### src/rtl/max7219_display_driver.sv
// MAX7219 3-wire SPI driver: auto-configures the chip, then refreshes 1..8 BCD digits from a per-frame snapshot.
// Latency: word = 34*SCLK_DIV clocks (32 CS-low + 2 CS-high); INIT = 5 words, frame = 2+NUM_DIGITS words.
// Backpressure: none; ena is only sampled in IDLE and at frame end, and busy marks INIT/frame activity.
module max7219_display_driver #(
    parameter int NUM_DIGITS = 6,
    parameter int SCLK_DIV   = 1
) (
    input  logic                    clk,
    input  logic                    res,
    input  logic                    ena,
    input  logic [4*NUM_DIGITS-1:0] digits,
    input  logic [NUM_DIGITS-1:0]   dp,
    input  logic [3:0]              intensity,
    input  logic                    blank,
    output logic                    MOSI,
    output logic                    CS,
    output logic                    clk_SPI,
    output logic                    busy
);

    localparam int DW = (SCLK_DIV > 1) ? $clog2(SCLK_DIV) : 1;
    localparam logic [DW-1:0] DMAX        = DW'(SCLK_DIV - 1);
    localparam logic [7:0]    DECODE_MASK = 8'((16'd1 << NUM_DIGITS) - 16'd1);
    localparam logic [7:0]    SCAN_LIMIT  = 8'(NUM_DIGITS - 1);
    localparam logic [3:0]    INIT_LAST   = 4'd4;
    localparam logic [3:0]    FRAME_LAST  = 4'(NUM_DIGITS + 1);

    typedef enum logic [1:0] {ST_INIT, ST_IDLE, ST_FRAME} state_t;

    state_t                  state;
    logic                    in_word;
    logic [3:0]              word_idx;
    logic [5:0]              half_idx;
    logic [DW-1:0]           div_cnt;
    logic [15:0]             shreg;
    logic [4*NUM_DIGITS-1:0] snap_digits;
    logic [NUM_DIGITS-1:0]   snap_dp;
    logic [3:0]              snap_intensity;
    logic                    snap_blank;

    logic        word_end;
    logic        last_word;
    logic        frame_restart;
    logic        go_idle;
    logic        start_word;
    logic [15:0] load_word;

    function automatic logic [15:0] init_word(input logic [3:0] idx, input logic [3:0] inten,
                                              input logic blk);
        logic [15:0] w;
        case (idx)
            4'd0:    w = {8'h09, DECODE_MASK};
            4'd1:    w = {8'h0B, SCAN_LIMIT};
            4'd2:    w = 16'h0F00;
            4'd3:    w = {8'h0A, 4'h0, inten};
            default: w = {8'h0C, 7'h00, ~blk};
        endcase
        return w;
    endfunction

    function automatic logic [15:0] frame_word(input logic [3:0] idx, input logic [3:0] inten,
                                               input logic blk,
                                               input logic [4*NUM_DIGITS-1:0] dig,
                                               input logic [NUM_DIGITS-1:0] dpv);
        logic [15:0] w;
        logic [31:0] dig32;
        logic [7:0]  dp8;
        logic [2:0]  i;
        dig32 = 32'(dig);
        dp8   = 8'(dpv);
        i     = 3'(idx - 4'd2);
        if (idx == 4'd0)
            w = {8'h0A, 4'h0, inten};
        else if (idx == 4'd1)
            w = {8'h0C, 7'h00, ~blk};
        else
            w = {4'h0, idx - 4'd1, dp8[i], 3'b000, dig32[{i, 2'b00} +: 4]};
        return w;
    endfunction

    assign word_end      = in_word && (div_cnt == DMAX) && (half_idx == 6'd33);
    assign last_word     = (state == ST_INIT) ? (word_idx == INIT_LAST) : (word_idx == FRAME_LAST);
    // A new frame (from IDLE or back-to-back) loads its first word straight from the live inputs,
    // which are the very values captured into the snapshot on the same edge.
    assign frame_restart = ((state == ST_IDLE) && ena) ||
                           ((state == ST_FRAME) && word_end && last_word && ena);
    assign go_idle       = word_end && last_word && ((state == ST_INIT) || !ena);
    assign start_word    = ((state == ST_INIT) && !in_word) || frame_restart ||
                           (word_end && !last_word);

    always_comb begin
        load_word = 16'h0000;
        if (frame_restart)
            load_word = frame_word(4'd0, intensity, blank, digits, dp);
        else if (state == ST_INIT)
            load_word = init_word(in_word ? word_idx + 4'd1 : 4'd0, intensity, blank);
        else
            load_word = frame_word(word_idx + 4'd1, snap_intensity, snap_blank, snap_digits, snap_dp);
    end

    always_ff @(posedge clk or posedge res) begin
        if (res) begin
            state          <= ST_INIT;
            in_word        <= 1'b0;
            word_idx       <= 4'd0;
            half_idx       <= 6'd0;
            div_cnt        <= '0;
            shreg          <= 16'h0000;
            snap_digits    <= '0;
            snap_dp        <= '0;
            snap_intensity <= 4'h0;
            snap_blank     <= 1'b0;
            CS             <= 1'b1;
            clk_SPI        <= 1'b0;
            MOSI           <= 1'b0;
            busy           <= 1'b0;
        end else begin
            if (start_word) begin
                CS       <= 1'b0;
                clk_SPI  <= 1'b0;
                MOSI     <= load_word[15];
                shreg    <= {load_word[14:0], 1'b0};
                half_idx <= 6'd0;
                div_cnt  <= '0;
                in_word  <= 1'b1;
                busy     <= 1'b1;
                word_idx <= (frame_restart || !in_word) ? 4'd0 : word_idx + 4'd1;
            end else if (go_idle) begin
                state    <= ST_IDLE;
                in_word  <= 1'b0;
                busy     <= 1'b0;
                MOSI     <= 1'b0;
                word_idx <= 4'd0;
            end else if (in_word) begin
                if (div_cnt != DMAX) begin
                    div_cnt <= div_cnt + 1'b1;
                end else begin
                    // Half-periods 0..31 carry 16 bits (even = SCLK low, odd = high); 32..33 are the CS-high gap.
                    div_cnt  <= '0;
                    half_idx <= half_idx + 6'd1;
                    if (half_idx == 6'd31) begin
                        clk_SPI <= 1'b0;
                        CS      <= 1'b1;
                    end else if (half_idx < 6'd31) begin
                        if (!half_idx[0]) begin
                            clk_SPI <= 1'b1;
                        end else begin
                            clk_SPI <= 1'b0;
                            MOSI    <= shreg[15];
                            shreg   <= {shreg[14:0], 1'b0};
                        end
                    end
                end
            end

            if (frame_restart) begin
                state          <= ST_FRAME;
                snap_digits    <= digits;
                snap_dp        <= dp;
                snap_intensity <= intensity;
                snap_blank     <= blank;
            end
        end
    end

endmodule

### config.mk
export PLATFORM = sky130hd
export DESIGN_NAME = max7219_display_driver
export DESIGN_NICKNAME = d
export VERILOG_FILES = /design/src/rtl/max7219_display_driver.sv
export SDC_FILE = /design/constraint.sdc
export NUM_CORES = 1
export LEC_CHECK = 0
export BUFFER_PORTS_ARGS = -buffer_cell sky130_fd_sc_hd__buf_4
export CORE_AREA = 2 2 149 78
export DETAILED_ROUTE_END_ITERATION = 7
export DIE_AREA = 0 0 151 80
export PLACE_DENSITY = 0.49
export SYNTH_ARGS = -nofsm -noshare
export SYNTH_HDL_FRONTEND = slang
export SYNTH_SLANG_ARGS = --single-unit
### constraint.sdc
create_clock -name clk -period 3.9 [get_ports clk]
set_input_delay 0.39 -clock clk [delete_from_list [all_inputs] [get_ports clk]]
set_output_delay 0.39 -clock clk [all_outputs]
set_load 0.05 [all_outputs]
* Word-level counts from Yosys, hierarchy flattened
Index checks and enable logic that the tools add are counted.
** Word-level totals
- Bits in latches :: 0
- Memory bits (read-only) :: 0
- RAM bits :: 0
- Logic and storage cells :: 129
- Register bits after elaboration :: 68
- Memories :: 0
- Output and inout bits :: 4
** Cells by class
- Shifts and indexed selects :: 1
- $add $sub $neg :: 5
- Mux-type cells :: 51
- $lt $le $gt $ge :: 2
- Eq/ne operators :: 16
- Divide/modulo/power cells :: 0
- Reductions and logical operators :: 38
- Multipliers :: 0
- Bitwise gates (word level) :: 3
** Operators with widths (count)
- $mux 16 :: 9
- $pmux 11 s4 :: 1
- $shiftx 32x6->4 :: 1
- $mux 1 :: 27
- $mux 12 :: 2
- $mux 6 :: 4
- $mux 4 :: 4
- $reduce_bool 2->1 :: 6
- $reduce_bool 3->1 :: 4
- $logic_and 1x1->1 :: 10
- $eq 4x1->1 const B :: 2
- $eq 4x2->1 const B :: 2
- $eq 4x3->1 const B :: 2
- $logic_not 4->1 :: 2
- $reduce_and 4->1 :: 2
- $add 6x1->6 const B :: 1
- $eq 6x5->1 const B :: 1
- $eq 6x6->1 const B :: 1
- $lt 6x5->1 const B :: 1
- $mux 2 :: 3
- $reduce_and 6->1 :: 1
- $logic_or 1x1->1 :: 5
- $reduce_and 5->1 :: 1
- $add 4x1->4 const B :: 1
- other kinds (16) :: 23

* Depth between registers and ports, before layout
Gate-level depths: netlist (run 1).
- Word-level depth :: 11
- Gate-level depth with buffers :: 12
- Depth with buffers taken out :: 9

* Worst setup path before layout (run 1)
No wires, ideal clock.
- Path kind :: register to register
- Start :: register word_idx[0]
- End :: register shreg[1]
- Data arrival time :: 2.942 ns
- Path slack :: 0.828 ns
- Library setup time :: 0.131 ns
- Stages on the path, launching flop included :: 13
- Period minus slack after synthesis :: 3.072 ns
- Required time :: 3.769 ns
- Cell sequence :: dfrtp_1 buf_6 inv_1 ha_1 clkbuf_1 inv_1 ha_1 clkbuf_1 mux2_2 a22oi_1 mux2i_1 a221oi_1 o31ai_1
** Between the ends
- Longest elaborated chain between the ends :: 9
- Elaborated cells on any way between the ends :: 35
- Classes of those cells :: add/sub (2); eq/ne (9); shift (1); mux (8); reduce/logical (15)
** RTL lines
- from (decl) :: line 32 : logic [3:0] word_idx;
- from (signal assigned) :: line 127 : word_idx <= (frame_restart || !in_word) ? 4'd0 : word_idx + 4'd1;
- branches (longest 9 deep; another with $add 4x1->4)
- to (signal assigned) :: line 122 : shreg <= {load_word[14:0], 1'b0};
- to (signal assigned) :: line 150 : shreg <= {shreg[14:0], 1'b0};
- to (decl) :: line 35 : logic [15:0] shreg;
Parallel ways; which one is timed is not known.
A chain may end at the register's enable or synchronous reset.

* Worst setup path after layout (run 1)
Ends and elaborated chain as after synthesis.

==> results of run 1 <==
[cells in the final DEF, fill, tap and decap left out, types with 4 or more instances in the layout]
cell type / Yosys / layout
nand2_1: 122 / 122
dfrtp_1: 65 / 65
buf_4: 6 / 46
a21oi_1: 23 / 23
nor2_1: 17 / 17
o21ai_0: 10 / 10
a31oi_1: 10 / 10
inv_1: 10 / 9
nand3_1: 9 / 9
clkbuf_16: 0 / 9
mux2_2: 8 / 8
nor3_1: 7 / 7
ha_1: 6 / 6
a22oi_1: 5 / 5
o32ai_1: 5 / 5
nand4_1: 5 / 5
nand2b_1: 4 / 4
mux2i_1: 4 / 4
mux4_2: 4 / 4
a2bb2oi_1: 4 / 4
o21a_1: 4 / 4
[sequential cells by signal, indices dropped and copies added (netlist names)]
name and count:
snap_dp 6, clk_SPI 1, word_idx 4, in_word 1
CS 1, MOSI 1, snap_digits 24, half_idx 6
snap_intensity 4, snap_blank 1, shreg 15, state 2
[area by class of cell]
cell class              count  area, µm²
flip-flops and latches     66       1650
well taps                 145        181
multi-input cells         311       1860
clock inverters             5       31.3
clock buffers              11        233
fillers                  1088       6400
inverters                  10       37.5
repair buffers             46        345
[final timing paths]
check                                     start               to  slack [ns]  cells past startpoint
worst min-delay path                  digits[1]   snap_digits[1]        0.24                      3
max in group asynchronous                   res               CS        2.71                      3
worst min register to register  snap_digits[13]  snap_digits[13]        0.47                      2
worst max-delay path                word_idx[0]         shreg[1]        0.89                      9
min in group asynchronous                   res        shreg[14]        0.29                      2
worst max register to register      word_idx[0]         shreg[1]        0.89                      9
[worst min-delay path, cell delays in order]
cell	delay (ns)
buf_4	0.07
nand2_1	0.04
nand2_1	0.05
[power by group through the flow]
stage,Combinational (mW),Sequential (mW),Clock [mW]
final,1.30,1.10,0.728
after detailed placement,1.28,1.10,0
after CTS,1.29,1.10,0.747
after global routing,1.45,1.13,0.784
after global placement,1.27,1.10,0
after floorplan,1.00,1.06,0
[metal layers]
layer / global-route usage / wire [µm]
met1: 0.294 / 5440
met2: 0.217 / 3600
met3: 0.0571 / 755
met4: 0.0477 / 81
met5: 0 / 0
[cell families (layout without fill, tap and decap cells)]
family / count (synthesis) / after routing
mux: 17 / 17
buf+inv: 34 / 72
fa+ha+maj: 6 / 6
simple gates: 190 / 190
compound gates: 94 / 94
flops: 66 / 66
xor+xnor: 4 / 4
==> impl_metrics.json, run 1 <==
{
  "synth_mux_area_frac": 0.0634,
  "synth_compound_area_frac": 0.176,
  "grt_pass1_wl_um": 16600,
  "cts.repair.resized": 0,
  "worstPathCellList": "inv_1 -> ha_1 -> inv_1 -> ha_1 -> mux2_2 -> a22oi_1 -> mux2i_1 -> a221oi_1 -> o31ai_1",
  "tns_ns": 0,
  "first_pass_iters": 4,
  "synth-main-ff-cell": "dfrtp_1",
  "worstSkewPairLatency_ns": 0.34,
  "p_int_mw": 1.89,
  "place_area_um2": 4080,
  "path_max_fanout": 15,
  "hpwl_um": 7010,
  "cts_root_buffer": "clkbuf_16",
  "row_count": 27,
  "wl_per_cell_um": 16.6,
  "via_count": 3107,
  "die_h_um": 80,
  "p_per_area_nw_per_um2": 719,
  "syn_area_per_cell_um2": 9.03,
  "netlist_top_cells_area": "dfrtp_1 (44%), nand2_1 (12%), a21oi_1 (3.1%), mux2_2 (2.4%), mux4_2 (2.4%)",
  "cts_tree": "built",
  "synthXorXnorAreaFrac": 0.00944,
  "cap_violations": 0,
  "switching_share": 0.394,
  "holdBufCountCts": 0,
  "seq_area_frac_synth": 0.446,
  "p_sw_mw": 1.23,
  "required_ns": 4.11,
  "overflow": 0,
  "layout-drive-gt1-share": 0.198,
  "worstMarginPinSlew_ns": 0.982,
  "report.final.slew_viol_count": 0,
  "die_w_um": 151,
  "synth.distinct_cells": 64,
  "grt_usage": 0.181,
  "postRouteAntennaNets": 0,
  "fin_hold_ws_ns": 0.242,
  "arrival_ns": 3.22,
  "cts_setup_buffers": 0,
  "synth_most_common_cell": "nand2_1",
  "synth_top_area_cell": "dfrtp_1",
  "fin_crit_sh": 0.771,
  "ir_worst_vdd_uv": 229,
  "fin_ws_ns": 0.894,
  "cp_num_buf_inv": 2,
  "seqPwrFrac": 0.351,
  "gp_congestion": 0.860,
  "combPwrFrac": 0.415,
  "drc": 0,
  "power.share.clock": 0.233,
  "crit_type": "register to register",
  "path_clk_slew_ns": 0.06,
  "synthAdderAreaFrac": 0.0202,
  "power_leakage_nw": 2.00,
  "vias_per_cell": 5.23,
  "grt_max_degree": 47,
  "outcome": "finished clean",
  "synth-seq-cells": 66,
  "design_area_um2": 4340,
  "cts_buffers": 9,
  "ctsLongestPathBuffers": 2,
  "dp.cells": 578,
  "worstHoldPathType": "input port to register",
  "finalHoldViolCount": 0,
  "synth_cells": 411,
  "synth-simple-area-share": 0.233,
  "clock_sink_count": 66,
  "core_area_um2": 10700,
  "fmax_ghz": 0.333,
  "synth_area_um2": 3710,
  "h-tree-depth": 3,
  "synth_top_area_share": 0.438,
  "ys_warn_count": 0,
  "wl_um": 9880,
  "synth_top_family_by_area": "simple AND/OR/NAND/NOR gates",
  "ios": 42,
  "synthArstFlopShare": 1.00,
  "die_area_um2": 12100,
  "synth_common_cells": "nand2_1 (122), dfrtp_1 (65), a21oi_1 (23), nor2_1 (17)",
  "endpoint_kind": "register",
  "relSlewSlack": 0.339,
  "cp_top_family": "adder cells",
  "grt_pass1_vias": 2973,
  "cpMaxStageDelayCell": "dfrtp_1",
  "area_growth_pct": 17.1,
  "rsz0062_at_grt": "false",
  "port_buffers": 41,
  "final_core_util": 0.404,
  "skew_ns": 0.00824,
  "drtIter0Drc": 273,
  "start_kind": "register",
  "syn-num-nets": 455,
  "synth_edf_count": 0,
  "post-place-ws_ns": 0.919,
  "antenna_found_initial": 0,
  "layoutNonFillerInstCount": 594,
  "layout_min_cycle_time_ns": 3.01,
  "total_power_mw": 3.12,
  "initial_core_util": 0.345,
  "diodes": 0,
  "nNetsFinal": 488,
  "setup_viol": 0,
  "critical-path-max-stage-delay_ns": 0.71
}
Power figures use the tool's default switching activity.
==> run 2, diff against run 1 <==
- PLACE_DENSITY: 0.49 -> 0.51
- clock period: 3.9 -> 2.4 ns (I/O delays scaled with it)
==> run 2 against run 1 <==
Net effect: combinational power rose by 91%; fmax grew 32%; first-iteration DRC count rose by 2.2%; largest power group unchanged; via count increased by 2.2%; sequential share of layout area decreased by 1.8 points.
==> impl_metrics.json, run 2 (synthesis results as in run 1) <==
{
  "fmax_ghz": 0.438,
  "cp_num_buf_inv": 0,
  "grt_pass1_wl_um": 16200,
  "row_count": 27,
  "initial_core_util": 0.345,
  "vias_per_cell": 5.18,
  "busiest_layer": "met1",
  "worstHoldPathType": "input port to register",
  "critical-path-max-stage-delay_ns": 0.45,
  "fin_hold_ws_ns": 0.0966,
  "postRouteAntennaNets": 0,
  "die_h_um": 80,
  "antenna_found_initial": 0,
  "path_max_fanout": 8,
  "worstPathCellList": "ha_1 -> xnor2_1 -> ha_4 -> mux2_4 -> a22oi_1 -> mux2i_1 -> a221oi_1 -> o31ai_1",
  "gr-usage-met1": 0.289,
  "area_growth_pct": 23.0,
  "core_area_um2": 10700,
  "start_kind": "register",
  "clock_sink_count": 66,
  "grt_usage": 0.176,
  "finalHoldViolCount": 0,
  "ctsLongestPathBuffers": 2,
  "relSlewSlack": 0.523,
  "outcome": "finished clean",
  "ios": 42,
  "report.final.slew_viol_count": 0,
  "h-tree-depth": 3,
  "cp_top_family": "adder cells",
  "nNetsFinal": 507,
  "use_met2": 0.217,
  "ir_worst_vdd_uv": 416,
  "total_power_mw": 5.48,
  "drtIter0Drc": 279,
  "hpwl_um": 7140,
  "via_count": 3174,
  "first_pass_iters": 4,
  "rrSetupSlack_ns": 0.12,
  "cap_violations": 0,
  "worstSkewPairLatency_ns": 0.33,
  "port_buffers": 41,
  "cts_root_buffer": "clkbuf_16",
  "power_leakage_nw": 2.13,
  "p_per_area_nw_per_um2": 1200,
  "wl_per_cell_um": 15.8,
  "grt_pass1_vias": 3021,
  "largest-register": "snap_digits",
  "rsz0062_at_grt": "false",
  "crit_type": "register to register",
  "endpoint_kind": "register",
  "overflow": 0,
  "area.sequential_um2": 1650,
  "cts_buffers": 9,
  "use_met3": 0.0440,
  "multi_input_area_um2": 1890,
  "fin_crit_sh": 0.952,
  "drc": 0,
  "die_area_um2": 12100,
  "reg.largest.list": "snap_digits: 24 flops, shreg: 15 flops",
  "wl_um": 9710,
  "layout-drive-gt1-share": 0.241,
  "final_cell_mix": "nand2_1 (122), dfrtp_1 (64), buf_4 (64), a21oi_1 (23), nor2_1 (17)",
  "diodes": 0,
  "grt_max_degree": 40,
  "setup_viol": 0,
  "worstMarginPinSlew_ns": 0.710,
  "path_clk_slew_ns": 0.05,
  "cts_tree": "built",
  "layout_commonest_cell": "nand2_1",
  "skew_ns": 0.00332,
  "required_ns": 2.61,
  "arrival_ns": 2.50,
  "gp_congestion": 0.824,
  "largest_reg_flops": 24,
  "layout_min_cycle_time_ns": 2.28,
  "fillers": 1059,
  "cpMaxStageDelayCell": "dfrtp_2",
  "die_w_um": 151
}
==> run 2: cell count changes in the layout (fill, tap and decap cells not counted), sizes merged <==
cell	change
dlygate4sd3	+1
bufinv	+1
buf	+18
clkinvlp	-1
==> run 2: layout make-up <==
type                    count  share of cell area
inverters                  10              0.0104
repair buffers             65               0.107
clock inverters             5              0.0118
multi-input cells         311               0.415
well taps                 145              0.0397
flip-flops and latches     66               0.362
clock buffers              11              0.0532
==> run 2: worst reg2reg max path: cells and delay by family, from the launching register on <==
kind / cells / cell delay, ns
AO/OA/AOI/OAI: 3 / 0.51
XOR/XNOR: 1 / 0.27
adder cells (fa/ha/maj): 2 / 0.53
flip-flops: 1 / 0.45
multiplexers: 2 / 0.40
==> run 2: where the power goes <==
part / leakage (nW) / internal (mW) / total [mW] / switching (mW)
sequential: 0.824 / 1.46 / 1.69 / 0.235
clock: 0.149 / 0.828 / 1.31 / 0.483
combinational: 1.15 / 1.12 / 2.48 / 1.36
==> run 2: path summary, 6_finish.rpt <==
check	cells after the start	from	to
max in group asynchronous	4	res	word_idx[0]
max reg2reg	8	word_idx[0]	shreg[1]
min	3	digits[6]	snap_digits[6]
max	8	word_idx[0]	shreg[1]
min in group asynchronous	4	res	snap_intensity[3]
min reg2reg	2	snap_digits[10]	snap_digits[10]
==> run 2: timing repair <==
action                                 CTS  global route
resized for setup                        0             0
endpoints found under the hold margin    9             0
setup buffers                            0             0
hold buffers                             1             0
==> run 2: per-layer routing <==
metal / part of all wire / routed length (µm)
met5: 0 / 0
met4: 0.011 / 106
met3: 0.066 / 644
met2: 0.37 / 3550
met1: 0.56 / 5400
==> run 2: stage by stage <==
step	setup WS (ns)	instances	setup TNS, ns	area [µm²]	util
2_1_floorplan	-0.0470	411	-0.0470	3780	-
3_3_place_gp	0.182	596	0	4260	0.396
3_5_place_dp	0.152	596	0	4260	0.396
4_1_cts	0.134	613	0	4560	0.425
5_1_grt	0.00898	613	0	4560	0.425
6_report	0.116	613	0	4560	0.425
